[src/rtl/key_filter_if.sv]
// Button input and debounced outputs of key_filter; key_long exists only
// when KEY_LONG_PRESS_EN is defined.
interface key_filter_if;
  logic key_in;
  logic key_flag;
  logic key_state;
`ifdef KEY_LONG_PRESS_EN
  logic key_long;

  modport master (output key_in, input key_flag, input key_state, input key_long);
  modport slave  (input key_in, output key_flag, output key_state, output key_long);
`else
  modport master (output key_in, input key_flag, input key_state);
  modport slave  (input key_in, output key_flag, output key_state);
`endif
endinterface

[src/rtl/key_filter.sv]
// Debouncer for one active-low push-button: 2-flop synchroniser, 4-state
// filter FSM and stable-time counter. KEY_LONG_PRESS_EN adds a long-press pulse.
module key_filter #(
  parameter logic [31:0] CNT_MAX = 32'd999_999
`ifdef KEY_LONG_PRESS_EN
  , parameter logic [31:0] LONG_MAX = 32'd49_999_999
`endif
) (
  input logic          clk,
  input logic          rst_n,
  key_filter_if.slave  kif
);

  localparam logic [1:0] IDLE      = 2'd0;
  localparam logic [1:0] FILTER_DN = 2'd1;
  localparam logic [1:0] DOWN      = 2'd2;
  localparam logic [1:0] FILTER_UP = 2'd3;

  logic        key_ff1;
  logic        key_sync;
  logic [1:0]  state;
  logic [1:0]  state_nxt;
  logic [31:0] cnt;
  logic        cnt_done;
  logic        press_accept;
  logic        release_accept;
  logic        key_flag_q;
  logic        key_state_q;

  always_ff @(posedge clk or negedge rst_n) begin
    if (!rst_n) begin
      key_ff1  <= 1'b1;
      key_sync <= 1'b1;
    end else begin
      key_ff1  <= kif.key_in;
      key_sync <= key_ff1;
    end
  end

  assign cnt_done = (cnt == CNT_MAX);

  // Any bounce during a filter state drops back, so the count restarts from zero.
  always_comb begin
    state_nxt = state;
    case (state)
      IDLE:      if (!key_sync) state_nxt = FILTER_DN;
      FILTER_DN: if (key_sync) state_nxt = IDLE;
                 else if (cnt_done) state_nxt = DOWN;
      DOWN:      if (key_sync) state_nxt = FILTER_UP;
      FILTER_UP: if (!key_sync) state_nxt = DOWN;
                 else if (cnt_done) state_nxt = IDLE;
      default:   state_nxt = IDLE;
    endcase
  end

  assign press_accept   = (state == FILTER_DN) && (state_nxt == DOWN);
  assign release_accept = (state == FILTER_UP) && (state_nxt == IDLE);

  always_ff @(posedge clk or negedge rst_n) begin
    if (!rst_n) begin
      state <= IDLE;
      cnt   <= 32'd0;
    end else begin
      state <= state_nxt;
      if (state_nxt != state)
        cnt <= 32'd0;
      else if ((state == FILTER_DN) || (state == FILTER_UP))
        cnt <= cnt + 32'd1;
      else
        cnt <= 32'd0;
    end
  end

  always_ff @(posedge clk or negedge rst_n) begin
    if (!rst_n) begin
      key_flag_q  <= 1'b0;
      key_state_q <= 1'b1;
    end else begin
      key_flag_q <= press_accept;
      if (press_accept)
        key_state_q <= 1'b0;
      else if (release_accept)
        key_state_q <= 1'b1;
    end
  end

  assign kif.key_flag  = key_flag_q;
  assign kif.key_state = key_state_q;

`ifdef KEY_LONG_PRESS_EN
  logic [31:0] long_cnt;
  logic        long_done;
  logic        key_long_q;

  // Timer restarts only on a newly accepted press, so a release bounce
  // (FILTER_UP back to DOWN) cannot produce a second pulse.
  always_ff @(posedge clk or negedge rst_n) begin
    if (!rst_n) begin
      long_cnt   <= 32'd0;
      long_done  <= 1'b0;
      key_long_q <= 1'b0;
    end else begin
      key_long_q <= 1'b0;
      if (press_accept) begin
        long_cnt  <= 32'd0;
        long_done <= 1'b0;
      end else if ((state == DOWN) || (state == FILTER_UP)) begin
        if (long_cnt != LONG_MAX)
          long_cnt <= long_cnt + 32'd1;
        else begin
          long_done  <= 1'b1;
          key_long_q <= !long_done;
        end
      end else begin
        long_cnt  <= 32'd0;
        long_done <= 1'b0;
      end
    end
  end

  assign kif.key_long = key_long_q;
`endif

endmodule
[src/flat_wrapper.sv]
// flat-port wrapper written by rule: the top's interface ports become plain ports
module key_filter_flat 
#(
  parameter logic [31:0] CNT_MAX = 32'd999_999

)
  (clk, rst_n, kif_key_in, kif_key_flag, kif_key_state);
  key_filter_if kif_i ();
  input logic clk;
  input logic rst_n;
  input wire logic [$bits(kif_i.key_in)-1:0] kif_key_in;
  output wire logic [$bits(kif_i.key_flag)-1:0] kif_key_flag;
  output wire logic [$bits(kif_i.key_state)-1:0] kif_key_state;
  assign kif_i.key_in = kif_key_in;
  assign kif_key_flag = kif_i.key_flag;
  assign kif_key_state = kif_i.key_state;
  key_filter #(.CNT_MAX(CNT_MAX)) u_core (.clk(clk), .rst_n(rst_n), .kif(kif_i));
endmodule
[config.mk]
export PLATFORM = sky130hd
export DESIGN_NAME = key_filter_flat
export DESIGN_NICKNAME = d
export VERILOG_FILES = /design/src/rtl/key_filter_if.sv /design/src/rtl/key_filter.sv /design/src/flat_wrapper.sv
export SDC_FILE = /design/constraint.sdc
export NUM_CORES = 1
export LEC_CHECK = 0
export ABC_CLOCK_PERIOD_IN_PS = 2250
export BUFFER_PORTS_ARGS = -buffer_cell sky130_fd_sc_hd__buf_2
export CORE_ASPECT_RATIO = 1.2
export CORE_UTILIZATION = 45
export CTS_BUF_LIST = sky130_fd_sc_hd__clkbuf_4 sky130_fd_sc_hd__clkbuf_8
export DETAILED_ROUTE_END_ITERATION = 12
export GPL_TIMING_DRIVEN = 0
export PLACE_DENSITY = 0.7
export SYNTH_ARGS = -nofsm -noshare
export SYNTH_HDL_FRONTEND = slang
export SYNTH_SLANG_ARGS = --single-unit
[constraint.sdc]
create_clock -name clk -period 2.25 [get_ports clk]
set_input_delay 0.1125 -clock clk [delete_from_list [all_inputs] [get_ports clk]]
set_output_delay 0.1125 -clock clk [all_outputs]
set_load 0.1 [all_outputs]
==> metrics.md <==
| Metric | Value |
|---|---|
| Status | finished clean |
| Num rows | 25 |
| Synth unique cells | 28 |
| Crit start category | register |
| Final worst path period need | 2.19 ns |
| Core area | 3970 um2 |
| Crit end category | register |
| Initial Util | 47.1% |
| Routed wire length | 3820 um |
| Number of antenna diodes | 0 |
| Final Cycle Share | 97.4% |
| Syn Nets | 198 |
| DRC | 0 |
| Final setup viols | 0 |
| Drt initial violations | 88 |
| Via density | 5.72 |
| Post-Place Setup Slack | 0.0162 ns |
| Nets@finish | 212 |
| Root buffer cell | clkbuf_8 |
| First-pass GRT wire length | 6350 um |
| Post-route cell area | 2140 um2 |
| WS Path Type | register to register |
| Final RePlAce weighted congestion | 0.795 |
| Drt first pass iters | 4 |
| Die W | 60.9 um |
| Top Ports | 5 |
| Vias | 1505 |
| Highest ir drop seen on vdd | 0.305 mV |
| P&R area growth vs syn | 14.4% |
| Most frequent cells in the layout | dfrtp_1, a21oi_1, nor2_1 |
| Post-DP HPWL | 2530 um |
| Layout cells sized above 1 | 15.8% |
| Initial antenna violation count | 0 |
| Post-synthesis sequential area ratio | 51.0% |
| CP arrival | 2.42 ns |
| DRT antenna net count | 0 |
| Commonest non-fill, non-tap cell in the layout | dfrtp_1 |
| Port bufs | 4 |
| CTS tree | done |
| Power density cells | 627 nW/um2 |
| Critical path fanouts, max | 9 |
| Vias in the first global route | 1430 |
| Final setup margin | 0.0581 ns |
| RSZ-0062 raised after global routing | true |
| Fmax | 456 MHz |
| Syn avg cell area | 9.65 um2 |
| Synth warn | 0 |
| Gate Count Post-Synth | 194 |
| Total CTS buffers | 5 |
| Worst Skew | 0.00602 ns |
| Sum Neg Setup Slack | 0 ns |
| Clock Sinks | 38 |
| Avg WL per Cell | 14.5 um |
| Total track usage | 19.5% |
| Chip Height | 72.7 um |
| Largest net degree at the start of global routing | 39 |
| Die footprint | 4430 um2 |
| Worst skew pair latency | 0.30 ns |
| Cell Area, Placed | 1960 um2 |
| HP Class | register to register |
| Fin. Hold Viols | 0 |
| Fin. max-slew vios | 0 |
| H-tree level count | 2 |
| Leakage | 0.774 nW |
| Worst-margin pin slew | 0.870 ns |
| Slew HR | 42.0% |
| Yosys reg bits | 38 |
| GRT overflow | 0 |
| Critical path required time | 2.47 ns |
| Clock buffer depth | 2 |
| Max cap viols | 0 |
| Clock slew at reported path FFs | 0.07 ns |
| Synth Cell Area | 1870 um2 |
## worst max-delay path, stage by stage, from the launching register on
cell and delay, ns:
dfrtp_1 0.43, ha_4 0.18, nand4_2 0.13, or4_4 0.56, buf_6 0.15, or4_1 0.52
a21oi_2 0.16
## cell type report
type	count	area (um2)
Buffer	9	48.8
Timing Repair Buffer	7	47.5
Inverter	7	26.3
Multi-Input combinational cell	140	875
Tap cell	54	67.6
Clock buffer	7	90.1
Sequential cell	38	957
Fill cell	379	1830
Clock inverter	1	30.0
## registers in the layout, summed over array words and instances (netlist names)
signal and count:
u_core.cnt 32, u_core.key_sync 1, u_core.kif.key_state 1, u_core.key_ff1 1
u_core.state 2, u_core.kif.key_flag 1
## path summary, 6_finish.rpt
check / start / to / slack [ns] / depth (start not counted)
hold / removal: u_core.key_ff1$_DFF_PN1_ / u_core.key_sync$_DFF_PN1_ / 0.36 / 0
setup reg to reg: u_core.cnt[0]$_DFF_PN0_ / u_core.cnt[22]$_DFF_PN0_ / 0.06 / 6
setup / recovery: u_core.cnt[0]$_DFF_PN0_ / u_core.cnt[22]$_DFF_PN0_ / 0.06 / 6
min in group asynchronous: rst_n / u_core.cnt[24]$_DFF_PN0_ / 0.46 / 2
max in group asynchronous: rst_n / u_core.cnt[2]$_DFF_PN0_ / 1.18 / 2
hold reg to reg: u_core.key_ff1$_DFF_PN1_ / u_core.key_sync$_DFF_PN1_ / 0.36 / 0
## metal layers
layer,track usage (%),routed length [um],vias up
li1,-,-,740
met1,24.8,1850,742
met2,31.6,1820,15
met3,3.19,76,8
met4,9.85,82,0
met5,0,0,-
## per-stage QoR
step / power [W] / util [%] / hold slack, ns / cells
finish: 0.00134 / 53.9 / 0.357 / 263
global route: 0.00138 / 53.9 / 0.362 / 263
detailed placement: 0.000737 / 49.4 / 0.219 / 252
CTS: 0.00135 / 53.2 / 0.359 / 262
global placement: 0.000737 / 49.4 / 0.218 / 252
floorplan: 0.000717 / - / -0.183 / 194
## synth_stat cells
master	number	area, um2
or2_2	3	18.8
or3_1	7	43.8
nand2_1	12	45.0
clkbuf_1	6	22.5
buf_2	3	15.0
and4_1	1	8.76
nor4_1	3	18.8
nand4_2	2	25.0
xor2_1	4	35.0
or4_1	14	105
dfrtp_1	35	876
ha_1	1	12.5
and2_1	1	6.26
nor4b_1	4	35.0
o211ai_1	2	15.0
nand3_1	8	40.0
xnor2_1	9	78.8
dfstp_2	3	78.8
nand4_1	6	37.5
nor2_1	16	60.1
inv_1	7	26.3
nor3_1	4	20.0
nand4b_1	1	8.76
o21ai_0	11	55.1
o31ai_1	11	82.6
nand2b_1	1	6.26
a21oi_1	18	90.1
and3_1	1	6.26
## report_power, final
part           internal, W  total (W)  switching [W]
sequential        0.000689   0.000693     0.00000409
clock             0.000373   0.000615       0.000242
combinational   0.00000913  0.0000350      0.0000259
## kinds of logic (layout without fill, tap and decap cells)
kind of cell               count (synthesis)  in the layout  share of synthesized area [%]
and+or+nand+nor                           84             84                           25.9
buffers and inverters                     16             31                           3.41
xor gates and xnor gates                  13             13                           6.08
DFF                                       38             38                           51.0
AOI/OAI and AO/OA                         42             42                           13.0
adders and majority gates                  1              1                          0.668
## timing repair
item                                    in CTS  in global routing
hold buffers                                 2                  0
endpoints found under the setup margin       1                 32
hold endpoints to repair                    36                  0
buffers inserted                             0                  1
pin swaps                                    1                  1
gates resized for setup                      2                 16
Power figures use the tool's default switching activity.
